$ cat config.mk
export PLATFORM = sky130hd
export DESIGN_NAME = icb_arbiter_2to1
export DESIGN_NICKNAME = d
export VERILOG_FILES = /design/src/rtl/icb_pkg.sv /design/src/rtl/icb_arbiter_2to1_rr.sv /design/src/rtl/icb_arbiter_2to1.sv
export SDC_FILE = /design/constraint.sdc
export NUM_CORES = 1
export LEC_CHECK = 0
export ABC_AREA = 1
export ABC_CLOCK_PERIOD_IN_PS = 1800
export BUFFER_PORTS_ARGS = -buffer_cell sky130_fd_sc_hd__buf_2
export CORE_AREA = 5 5 117 119
export CTS_BUF_LIST = sky130_fd_sc_hd__clkbuf_8 sky130_fd_sc_hd__clkbuf_16
export DETAILED_ROUTE_END_ITERATION = 16
export DIE_AREA = 0 0 122 124
export PLACE_DENSITY_LB_ADDON = 0.3
export SLEW_MARGIN = 25
export SYNTH_ARGS = -nofsm -noshare
export SYNTH_HDL_FRONTEND = slang
export SYNTH_HIERARCHICAL = 1
export SYNTH_SLANG_ARGS = --single-unit
$ cat constraint.sdc
create_clock -name clk -period 1.8 [get_ports clk]
set_input_delay 0.18 -clock clk [delete_from_list [all_inputs] [get_ports clk]]
set_output_delay 0.18 -clock clk [all_outputs]
set_load 0.05 [all_outputs]
$ cat src/rtl/icb_pkg.sv
// Shared ICB types: arbiter state encoding, default bus widths and the command bundle
// used by the register bank, the motion sequencer and the arbiter.
package icb_pkg;

    localparam int ICB_AW = 32;
    localparam int ICB_DW = 32;

    typedef enum logic [1:0] {
        IDLE = 2'd0,
        CMD  = 2'd1,
        RSP  = 2'd2
    } icb_state_e;

    typedef struct packed {
        logic [ICB_AW-1:0] addr;
        logic              read;
        logic [ICB_DW-1:0] wdata;
    } icb_cmd_t;

endpackage

$ cat src/rtl/icb_arbiter_2to1_rr.sv
// Two-input round-robin picker, purely combinational; the pointer lives in the parent.
// On a tie the requester that did not win last time is chosen.
module rr_arb2 (
    input  logic [1:0] req_i,
    input  logic       last_i,
    output logic       vld_o,
    output logic       gnt_o
);

    always_comb begin
        vld_o = |req_i;
        gnt_o = 1'b0;
        if (req_i == 2'b11) begin
            gnt_o = ~last_i;
        end else if (req_i[1]) begin
            gnt_o = 1'b1;
        end
    end

endmodule

$ cat src/rtl/icb_arbiter_2to1.sv
// Two-master to one-slave ICB arbiter, one outstanding transaction, round-robin grant locked
// from command presentation to response handshake; cmd and rsp paths are combinational.
module icb_arbiter_2to1
    import icb_pkg::*;
#(
    parameter int AW = ICB_AW,
    parameter int DW = ICB_DW
) (
    input  logic          clk,
    input  logic          rst,

    input  logic          m0_icb_cmd_valid,
    output logic          m0_icb_cmd_ready,
    input  logic [AW-1:0] m0_icb_cmd_addr,
    input  logic          m0_icb_cmd_read,
    input  logic [DW-1:0] m0_icb_cmd_wdata,
    output logic          m0_icb_rsp_valid,
    input  logic          m0_icb_rsp_ready,
    output logic [DW-1:0] m0_icb_rsp_rdata,

    input  logic          m1_icb_cmd_valid,
    output logic          m1_icb_cmd_ready,
    input  logic [AW-1:0] m1_icb_cmd_addr,
    input  logic          m1_icb_cmd_read,
    input  logic [DW-1:0] m1_icb_cmd_wdata,
    output logic          m1_icb_rsp_valid,
    input  logic          m1_icb_rsp_ready,
    output logic [DW-1:0] m1_icb_rsp_rdata,

    output logic          s_icb_cmd_valid,
    input  logic          s_icb_cmd_ready,
    output logic [AW-1:0] s_icb_cmd_addr,
    output logic          s_icb_cmd_read,
    output logic [DW-1:0] s_icb_cmd_wdata,
    input  logic          s_icb_rsp_valid,
    output logic          s_icb_rsp_ready,
    input  logic [DW-1:0] s_icb_rsp_rdata,

    output logic          busy,
    output logic          stale_rsp
);

    icb_state_e state_q, state_d;
    logic       owner_q, owner_d;
    logic       last_q, last_d;

    logic [1:0] req;
    logic [1:0] rsp_rdy;
    logic [1:0] cmd_rdy;
    logic [1:0] rsp_vld;
    logic       arb_vld;
    logic       arb_gnt;
    logic       win;
    logic       fwd;
    logic       s_cmd_vld;
    logic       s_rsp_rdy;
    logic       cmd_hs;
    logic       rsp_hs;
    logic       stale;

    assign req     = {m1_icb_cmd_valid, m0_icb_cmd_valid};
    assign rsp_rdy = {m1_icb_rsp_ready, m0_icb_rsp_ready};

    rr_arb2 u_rr_arb2 (
        .req_i  (req),
        .last_i (last_q),
        .vld_o  (arb_vld),
        .gnt_o  (arb_gnt)
    );

    always_comb begin
        state_d   = state_q;
        owner_d   = owner_q;
        last_d    = last_q;
        win       = owner_q;
        fwd       = 1'b0;
        s_cmd_vld = 1'b0;
        cmd_rdy   = 2'b00;
        rsp_vld   = 2'b00;
        s_rsp_rdy = 1'b0;
        stale     = 1'b0;
        cmd_hs    = 1'b0;
        rsp_hs    = 1'b0;

        case (state_q)
            IDLE: begin
                win       = arb_gnt;
                fwd       = arb_vld;
                s_cmd_vld = arb_vld;
            end
            CMD: begin
                // Grant is locked to the owner; a late request from the other master waits.
                fwd       = 1'b1;
                s_cmd_vld = req[owner_q];
            end
            default: ;
        endcase

        cmd_hs = s_cmd_vld && s_icb_cmd_ready;
        if (fwd) begin
            cmd_rdy[win] = s_icb_cmd_ready;
        end

        if (state_q == RSP) begin
            rsp_vld[owner_q] = s_icb_rsp_valid;
            s_rsp_rdy        = rsp_rdy[owner_q];
            if (s_icb_rsp_valid && rsp_rdy[owner_q]) begin
                state_d = IDLE;
            end
        end else if (cmd_hs) begin
            // A slave may answer in the command cycle; route that response to the winner.
            rsp_vld[win] = s_icb_rsp_valid;
            s_rsp_rdy    = rsp_rdy[win];
            rsp_hs       = s_icb_rsp_valid && rsp_rdy[win];
            last_d       = win;
            if (rsp_hs) begin
                state_d = IDLE;
            end else begin
                state_d = RSP;
                owner_d = win;
            end
        end else if (state_q == IDLE) begin
            // Nobody owns the response channel: drain leftovers so the slave cannot wedge.
            s_rsp_rdy = 1'b1;
            stale     = s_icb_rsp_valid;
            if (arb_vld) begin
                state_d = CMD;
                owner_d = arb_gnt;
            end
        end

        if (rst) begin
            s_cmd_vld = 1'b0;
            cmd_rdy   = 2'b00;
            rsp_vld   = 2'b00;
            s_rsp_rdy = 1'b1;
            stale     = 1'b0;
        end
    end

    always_ff @(posedge clk) begin
        if (rst) begin
            state_q <= IDLE;
            owner_q <= 1'b0;
            last_q  <= 1'b1;
        end else begin
            state_q <= state_d;
            owner_q <= owner_d;
            last_q  <= last_d;
        end
    end

    assign s_icb_cmd_valid  = s_cmd_vld;
    assign s_icb_cmd_addr   = win ? m1_icb_cmd_addr  : m0_icb_cmd_addr;
    assign s_icb_cmd_read   = win ? m1_icb_cmd_read  : m0_icb_cmd_read;
    assign s_icb_cmd_wdata  = win ? m1_icb_cmd_wdata : m0_icb_cmd_wdata;
    assign s_icb_rsp_ready  = s_rsp_rdy;

    assign m0_icb_cmd_ready = cmd_rdy[0];
    assign m1_icb_cmd_ready = cmd_rdy[1];
    assign m0_icb_rsp_valid = rsp_vld[0];
    assign m1_icb_rsp_valid = rsp_vld[1];
    assign m0_icb_rsp_rdata = s_icb_rsp_rdata;
    assign m1_icb_rsp_rdata = s_icb_rsp_rdata;

    assign busy      = (state_q != IDLE);
    assign stale_rsp = stale;

endmodule
==> results of run 1 <==
-- final cells by class --
type,instances,share of cell area (%)
repair buffers,227,51.06
multi-input cells,249,35.19
flip-flops and latches,4,2.651
clock buffers,3,2.305
inverters,15,2.190
well taps,172,6.608
-- cells in the mapped netlist --
library cell,instances,area (um^2)
a211oi_1,1,7.510
a21oi_1,3,15.01
a31oi_1,1,6.260
buf_2,4,20.02
buf_4,68,510.5
buf_6,5,56.30
clkbuf_1,1,3.750
dfxtp_1,4,80.08
inv_1,11,41.29
inv_2,4,15.01
nand2_1,215,807.0
nand2_2,4,25.02
nand3_1,7,35.03
nor2_1,9,33.78
nor2_2,1,6.260
nor3_1,1,5.000
nor3_2,1,10.01
o2111ai_1,1,8.760
o21ai_0,4,20.02
or2_1,1,6.260
-- routing by layer --
| metal | share of wire, % | wire (um) |
|---|---|---|
| met5 | 0 | 0 |
| met4 | 0.32 | 27 |
| met3 | 15 | 1307 |
| met2 | 50 | 4223 |
| met1 | 35 | 2972 |
-- kinds of logic after synthesis --
kind of cell	after synthesis	share of synthesized area, %
AO/OA/AOI/OAI	10	3.360
buffers and inverters	93	37.76
AND/OR/NAND/NOR	239	54.20
flip-flops	4	4.675
-- final timing paths --
path,end,slack (ns),start,depth (start not counted)
hold / removal,state_q[0]$_SDFFE_PP0P_,0.15,rst,2
setup / recovery,s_icb_cmd_wdata[3],0.06,state_q[1]$_SDFFE_PP0P_,8
setup reg to reg,owner_q$_SDFFE_PP0P_,0.24,state_q[1]$_SDFFE_PP0P_,12
hold reg to reg,last_q$_SDFFE_PP1P_,0.50,last_q$_SDFFE_PP1P_,2
-- power groups by stage --
stage | Combinational [mW] | Sequential, mW | Clock (mW)
6_report | 4.02 | 0.129 | 0.353
5_1_grt | 4.24 | 0.131 | 0.359
4_1_cts | 3.76 | 0.128 | 0.357
3_5_place_dp | 3.23 | 0.126 | 0
3_3_place_gp | 3.25 | 0.127 | 0
2_1_floorplan | 2.84 | 0.123 | 0
-- per-stage QoR --
step	utilization (%)	setup WS [ns]	instance area, um^2
global route	26.13	-0.02002	3257
floorplan	-	-0.06919	1826
global placement	21.07	0.09620	2626
detailed placement	21.07	0.08980	2626
finish	26.13	0.06432	3257
CTS	24.64	0.001010	3072
-- state kept, by name, summed over array words and instances (netlist names) --
name / count
last_q: 1
owner_q: 1
state_q: 2
-- timing repair --
action | CTS | global route
resized for setup | 106 | 36
pin swaps | 2 | 5
buffers inserted | 5 | 0
endpoints found under the setup margin | 69 | 58
gates cloned | 1 | 3
==> results.sh, run 1 <==
export IMPL_synth_avg_cell_area_um2=4.951
export IMPL_combPwrFrac_pct=89.3
export IMPL_critPathMaxStageDelay_ns=0.33
export IMPL_dp_cells=658
export IMPL_grt_overflow=0
export IMPL_numCtsBuffers=3
export IMPL_critPathArrivalTime_ns=1.56
export IMPL_insertion_delay_ns=0.23
export IMPL_mostFrequentLayoutCell="nand2_1"
export IMPL_finalNetCount=670
export IMPL_final_cells=670
export IMPL_maxCapViolations=0
export IMPL_status="finished clean"
export IMPL_dieArea_mm2=0.01513
export IMPL_syn_area_mm2=0.001713
export IMPL_clock_skew_ns=0.00006273
export IMPL_p_per_area_mw_per_mm2=1381
export IMPL_p_leak_nw=1.917
export IMPL_swShare_pct=60.31
export IMPL_rsz0062_at_grt="true"
export IMPL_antenna_found_initial=0
export IMPL_nFillCells=1409
export IMPL_finalHoldViolCount=0
export IMPL_gp_congestion=0.7950
export IMPL_ios=307
export IMPL_cts_path_max_buffers=2
export IMPL_core_area_mm2=0.01247
export IMPL_routed_via_density=3.760
export IMPL_placementRows=41
export IMPL_diodes=0
export IMPL_top_usage_layer="met2"
export IMPL_start_util_pct=13.74
export IMPL_power_switching_mw=2.713
export IMPL_layout_drive_gt1_share_pct=58.84
export IMPL_dr_pass1_iters=4
export IMPL_crit_path_end_kind="output port"
export IMPL_postRouteAntennaNets=0
export IMPL_layout_common_cells="nand2_1 (172), buf_2 (140), nand2_2 (44)"
export IMPL_hold_ws_ns=0.1478
export IMPL_drc_errors=0
export IMPL_crit_fanout=18
export IMPL_drtIter0Drc=74
export IMPL_crit_type="reg2out"
export IMPL_finalPower_mw=4.499
export IMPL_ys_ff_latch=4
export IMPL_finalMaxSlewViolations=0
export IMPL_slew_headroom_pct=76.05
export IMPL_dieWidth_um=122
export IMPL_wire_per_inst_um=12.73
export IMPL_worstPathBufferInverterCount=3
export IMPL_crit_chain="nor2_2 > nand2_4 > nand2_8 > clkinv_8 > buf_12 > nand2_1 > nand2_2 > buf_4"
export IMPL_grt_use_met2_pct=16.40
export IMPL_grt_use_met1_pct=9.071
export IMPL_yosysSeqAreaShare_pct=4.675
export IMPL_worstMarginPinSlew_ns=0.3555
export IMPL_cpLargestDelayFamily="simple AND/OR/NAND/NOR gates"
export IMPL_synth_nets=516
export IMPL_finalSetupViolations=0
export IMPL_grt_pass1_wl_um=10790
export IMPL_regArea_um2=86.33
export IMPL_ir_drop_uv=597.4
export IMPL_min_period_over_period_pct=96.43
export IMPL_grt_total_usage_pct=8.736
export IMPL_grt_max_degree=38
export IMPL_clock_fmax_mhz=576.1
export IMPL_area_delta_synth_final_pct=90.14
export IMPL_wirelength_um=8531
export IMPL_dpl_hpwl_um=6292
export IMPL_clock_sinks=4
export IMPL_use_met3_pct=4.178
export IMPL_pwr_share_clk_pct=7.8
export IMPL_startpoint_type="register"
export IMPL_num_vias=2519
export IMPL_ys_warn_count=6
export IMPL_p_seq_share_pct=2.9
export IMPL_port_buffers=210
export IMPL_slowest_stage="dfxtp_2"
export IMPL_cp_required_ns=1.62
export IMPL_p_int_mw=1.786
export IMPL_die_h_um=124
export IMPL_synth_cells=346
export IMPL_clockRootBuffer="clkbuf_16"
export IMPL_cts_hold_buf=0
export IMPL_path_clk_slew_ns=0.03
export IMPL_cts_tree="done"
export IMPL_ys_types=20
export IMPL_setup_tns_ns=0
export IMPL_hold_class="in2reg"
export IMPL_grt_pass1_vias=2294
export IMPL_multi_input_area_mm2=0.001146
export IMPL_cts_max_level=1
export IMPL_min_period_ns=1.736
Note: power is estimated with default switching activity, not from simulation.
==> run 2: changes to the inputs <==
Settings changed: CORE_AREA 5 5 117 119 to 4 4 116 118, DIE_AREA 0 0 122 124 to 0 0 120 122, PLACE_DENSITY from default to 0.48, PLACE_DENSITY_LB_ADDON 0.3 to default, SKIP_CTS_REPAIR_TIMING from default to 1.
==> run 2 against run 1 <==
Clock-buffer cell count stayed put. Fmax is 2.8% lower. Critical path depth is 1 lower. Die area is 3.2% lower. Routed wire length is 11% lower. Cell count is 0.45% lower. Core utilization is 2.0 points lower. Via count is 1.7% lower. Clock power hardly changed. Register-to-register slack better by 0.11 ns. Sequential cell count stayed put. Largest power group unchanged. Highest routed layer unchanged.
==> results.sh, run 2 (same netlist as run 1, synthesis figures left out) <==
export IMPL_insertion_delay_ns=0.23
export IMPL_final_cells=667
export IMPL_crit_path_end_kind="output port"
export IMPL_num_vias=2476
export IMPL_cp_required_ns=1.62
export IMPL_ios=307
export IMPL_dr_pass1_iters=4
export IMPL_ir_drop_uv=628.0
export IMPL_critPathMaxStageDelay_ns=0.33
export IMPL_p_leak_nw=1.826
export IMPL_min_period_over_period_pct=99.18
export IMPL_grt_pass1_wl_um=10140
export IMPL_clock_sinks=4
export IMPL_finalNetCount=667
export IMPL_diodes=0
export IMPL_antenna_found_initial=0
export IMPL_clock_skew_ns=0.002478
export IMPL_slew_headroom_pct=81.35
export IMPL_dieArea_mm2=0.01464
export IMPL_dpl_hpwl_um=5939
export IMPL_core_area_mm2=0.01247
export IMPL_crit_fanout=4
export IMPL_top_usage_layer="met2"
export IMPL_crit_chain="buf_4 > nor3_2 > nand2_2 > inv_4 > nand2_2 > a211oi_2 > buf_6"
export IMPL_port_buffers=210
export IMPL_drc_errors=0
export IMPL_worstMarginPinSlew_ns=0.2769
export IMPL_mostFrequentLayoutCell="nand2_1"
export IMPL_numCtsBuffers=3
export IMPL_pre_cts_ws_ns=0.1079
export IMPL_die_h_um=122
export IMPL_drtIter0Drc=25
export IMPL_status="finished clean"
export IMPL_start_util_pct=13.74
export IMPL_cpLargestDelayFamily="buffers and inverters"
export IMPL_design_area_mm2=0.003008
export IMPL_final_setup_worst_slack_ns=0.01476
export IMPL_finalHoldViolCount=0
export IMPL_startpoint_type="register"
export IMPL_grt_total_usage_pct=8.340
export IMPL_crit_top_cell="nand2_2"
export IMPL_finalSetupViolations=0
export IMPL_gp_congestion=0.8099
export IMPL_worstPathBufferInverterCount=3
export IMPL_maxCapViolations=0
export IMPL_layout_drive_gt1_share_pct=57.98
export IMPL_critPathArrivalTime_ns=1.61
export IMPL_wire_per_inst_um=11.45
export IMPL_dieWidth_um=120
export IMPL_crit_type="reg2out"
export IMPL_largest_register_ffs=2
export IMPL_grt_use_met1_pct=9.586
export IMPL_setup_tns_ns=0
export IMPL_min_period_ns=1.785
export IMPL_post_dp_cell_area_mm2=0.002621
export IMPL_grt_max_degree=37
export IMPL_finalMaxSlewViolations=0
export IMPL_layout_common_cells="nand2_1 (173), buf_2 (141), nand2_2 (45)"
export IMPL_wirelength_um=7635
export IMPL_area_delta_synth_final_pct=75.60
export IMPL_clockRootBuffer="clkbuf_16"
export IMPL_grt_pass1_vias=2251
export IMPL_largest_register="state_q"
export IMPL_cts_max_level=1
export IMPL_placementRows=41
export IMPL_grt_overflow=0
export IMPL_cts_path_max_buffers=2
export IMPL_dp_cells=661
export IMPL_routed_via_density=3.712
export IMPL_cts_tree="done"
export IMPL_p_per_area_mw_per_mm2=1362
export IMPL_path_clk_slew_ns=0.03
export IMPL_rsz0062_at_grt="true"
export IMPL_reg_largest_list="state_q (2), last_q (1), owner_q (1)"
export IMPL_grt_use_met2_pct=13.94
export IMPL_finalPower_mw=4.097
export IMPL_use_met3_pct=3.807
export IMPL_slowest_stage="dfxtp_2"
export IMPL_postRouteAntennaNets=0
export IMPL_clock_fmax_mhz=560.1
export IMPL_hold_class="in2reg"
-- run 2: worst paths after layout --
path                      startpoint                       to  slack [ns]  depth (start not counted)
min reg2reg      last_q$_SDFFE_PP1P_      last_q$_SDFFE_PP1P_        0.49                          2
max reg2reg  state_q[1]$_SDFFE_PP0P_     owner_q$_SDFFE_PP0P_        0.35                         11
max          state_q[1]$_SDFFE_PP0P_         m1_icb_rsp_valid        0.01                          7
min                              rst  state_q[0]$_SDFFE_PP0P_        0.14                          2
-- run 2: per-layer routing --
metal,vias up,part of all wire [%]
met5,-,0
met4,0,1.4
met3,12,13
met2,177,48
met1,1014,38
li1,1273,-
-- run 2: area by class of cell --
cell class,count,area (um^2)
flip-flops and latches,4,82.58
multi-input cells,249,1116
fillers,1434,9458
inverters,15,71.32
repair buffers,224,1448
clock buffers,3,75.07
well taps,172,215.2
-- run 2: stage by stage --
stage	hold WS [ns]	utilization [%]
floorplan	0.2491	-
finish	0.1434	24.13
global route	0.1620	24.13
detailed placement	0.3605	21.03
global placement	0.3605	21.03
CTS	0.1529	21.63
-- run 2: worst reg2reg max path: stages (launching register included) --
cell	delay [ns]
dfxtp_2	0.33
buf_4	0.14
nor3_2	0.23
nand2_2	0.12
inv_4	0.10
nand2_2	0.06
buf_4	0.14
nand2_1	0.06
inv_1	0.04
nand2_1	0.05
nand2_1	0.04
nor2_1	0.08
-- run 2: power breakdown --
part / internal (mW) / switching, mW / leakage (nW) / total (mW)
Clock: 0.284 / 0.0680 / 0.0370 / 0.352
Combinational: 1.13 / 2.50 / 1.75 / 3.63
Sequential: 0.106 / 0.0133 / 0.0338 / 0.120
Total: 1.52 / 2.58 / 1.83 / 4.10
==> run 3: changes to the inputs <==
Settings changed: CTS_CLUSTER_SIZE from default to 20, PLACE_DENSITY 0.48 to 0.44.
==> run 3 against run 2 <==
Clock power about the same. Hold slack better by 0.0037 ns. Sequential power up 8%. Core utilization up 1.3 points. Via count up 4.2%. Sequential share of layout area about the same. Sequential cell count unchanged. Combinational power up 7.4%. Critical path depth unchanged. Cell count up 0.75%. Register-to-register slack worse by 0.03 ns. Die area unchanged.
==> results.sh, run 3 (same netlist as run 1, synthesis figures left out) <==
export IMPL_grt_max_degree=68
export IMPL_cp_required_ns=1.62
export IMPL_largest_register="state_q"
export IMPL_finalHoldViolCount=0
export IMPL_hold_class="in2reg"
export IMPL_setup_reg_to_reg_worst_slack_ns=0.32
export IMPL_startpoint_type="register"
export IMPL_largest_register_ffs=2
export IMPL_path_depth=7
export IMPL_port_buffers=210
export IMPL_worst_r2r_startpoint="state_q[0]$_SDFFE_PP0P_"
export IMPL_finalSetupViolations=0
export IMPL_maxCapViolations=0
export IMPL_dieWidth_um=120
export IMPL_design_area_mm2=0.003166
export IMPL_mostFrequentLayoutCell="nand2_1"
export IMPL_crit_path_end_kind="output port"
export IMPL_die_h_um=122
export IMPL_r2r_end="owner_q$_SDFFE_PP0P_"
export IMPL_reg_largest_list="state_q (2), last_q (1), owner_q (1)"
export IMPL_num_vias=2581
export IMPL_postRouteAntennaNets=0
export IMPL_post_dp_cell_area_mm2=0.002621
export IMPL_grt_pass1_wl_um=10140
export IMPL_finalMaxSlewViolations=0
export IMPL_rsz0062_at_grt="true"
export IMPL_wire_per_inst_um=13.10
export IMPL_utilization_pct=25.39
export IMPL_wirelength_um=8803
export IMPL_drc_errors=0
export IMPL_path_clk_slew_ns=0.03
export IMPL_gp_congestion=0.7956
export IMPL_ios=307
export IMPL_ir_drop_uv=418.5
export IMPL_clockRootBuffer="clkbuf_16"
export IMPL_drtIter0Drc=56
export IMPL_clock_sinks=4
export IMPL_crit_end="m1_icb_rsp_valid"
export IMPL_grt_pass1_vias=2259
export IMPL_critPathArrivalTime_ns=1.58
export IMPL_layout_common_cells="nand2_1 (173), buf_2 (142), buf_4 (48)"
export IMPL_swShare_pct=62.02
export IMPL_antenna_found_initial=0
export IMPL_clock_skew_ns=0.001896
export IMPL_dr_pass1_iters=4
export IMPL_area_delta_synth_final_pct=84.81
export IMPL_worstMarginPinSlew_ns=0.2655
export IMPL_min_period_over_period_pct=97.93
export IMPL_setup_worst_path_start="state_q[0]$_SDFFE_PP0P_"
export IMPL_final_setup_worst_slack_ns=0.03718
export IMPL_crit_fanout=5
export IMPL_cts_path_max_buffers=2
export IMPL_routed_via_density=3.841
export IMPL_p_leak_nw=1.897
export IMPL_crit_chain="nor2_4 > nor3_2 > nand2_2 > inv_4 > nand2_4 > a211oi_2 > buf_6"
export IMPL_numCtsBuffers=3
export IMPL_p_int_mw=1.665
export IMPL_cpLargestDelayFamily="simple AND/OR/NAND/NOR gates"
export IMPL_grt_total_usage_pct=8.222
export IMPL_min_period_ns=1.763
export IMPL_combPwrFrac_pct=88.9
export IMPL_critPathMaxStageDelay_ns=0.38
export IMPL_p_seq_share_pct=3.0
export IMPL_dieArea_mm2=0.01464
export IMPL_start_util_pct=13.74
export IMPL_insertion_delay_ns=0.23
export IMPL_power_switching_mw=2.719
export IMPL_core_area_mm2=0.01247
export IMPL_worstPathBufferInverterCount=2
export IMPL_cts_tree="done"
export IMPL_pwr_share_clk_pct=8.1
export IMPL_placementRows=41
export IMPL_ff2ff_path_depth=12
export IMPL_finalNetCount=672
export IMPL_slowest_stage="dfxtp_4"
export IMPL_dpl_hpwl_um=5939
export IMPL_slew_headroom_pct=82.42
export IMPL_pre_cts_ws_ns=0.07918
export IMPL_status="finished clean"
export IMPL_grt_overflow=0
export IMPL_layout_drive_gt1_share_pct=58.60
export IMPL_diodes=0
export IMPL_crit_type="reg2out"
export IMPL_cts_max_level=1
export IMPL_p_per_area_mw_per_mm2=1385
export IMPL_clock_fmax_mhz=567.3
==> run 3: cell count changes in the layout (fill, tap and decap cells not counted), sizes merged <==
cell    delta
buf       +15
clkbuf    -10
==> run 3: worst min-delay path by stage <==
| stage | startpoint | to | slack [ns] | depth (start not counted) |
|---|---|---|---|---|
| detailed placement | s_icb_rsp_rdata[10] | m0_icb_rsp_rdata[10] | 0.36 | 0 |
| finish | rst | state_q[0]$_SDFFE_PP0P_ | 0.15 | 2 |
| floorplan | rst | state_q[0]$_SDFFE_PP0P_ | 0.25 | 1 |
| global placement | s_icb_rsp_rdata[10] | m0_icb_rsp_rdata[10] | 0.36 | 0 |
| CTS | rst | state_q[0]$_SDFFE_PP0P_ | 0.15 | 2 |
| global route | rst | state_q[0]$_SDFFE_PP0P_ | 0.16 | 2 |
==> run 3: through the flow <==
stage	total power [mW]	cells	hold slack, ns	setup TNS [ns]
floorplan	2.965	346	0.2491	-0.06919
detailed placement	3.330	657	0.3605	0
global route	4.616	672	0.1631	-0.1009
finish	4.384	672	0.1471	0
global placement	3.317	657	0.3605	0
CTS	3.693	660	0.1489	-7.418
==> run 3: per-layer routing <==
metal	GRT usage, %	up-vias	routed length, um
li1	-	1281	-
met1	9.248	1093	3307
met2	13.84	193	4206
met3	3.900	14	1157
met4	2.505	0	131
met5	0	-	0
==> run 3: power by group through the flow <==
stage | Clock [mW] | Sequential [mW] | Combinational, mW
final | 0.355 | 0.130 | 3.90
after floorplan | 0 | 0.123 | 2.84
after global routing | 0.365 | 0.132 | 4.12
after global placement | 0 | 0.124 | 3.19
after CTS | 0.357 | 0.123 | 3.21
after detailed placement | 0 | 0.124 | 3.21
==> run 3: layout make-up <==
| class | count | area, um^2 |
|---|---|---|
| sequential | 4 | 87.58 |
| inverter | 15 | 71.32 |
| fill | 1382 | 9300 |
| timing repair buffer | 229 | 1568 |
| clock buffer | 3 | 75.07 |
| multi-input combinational | 249 | 1149 |
| tap | 172 | 215.2 |
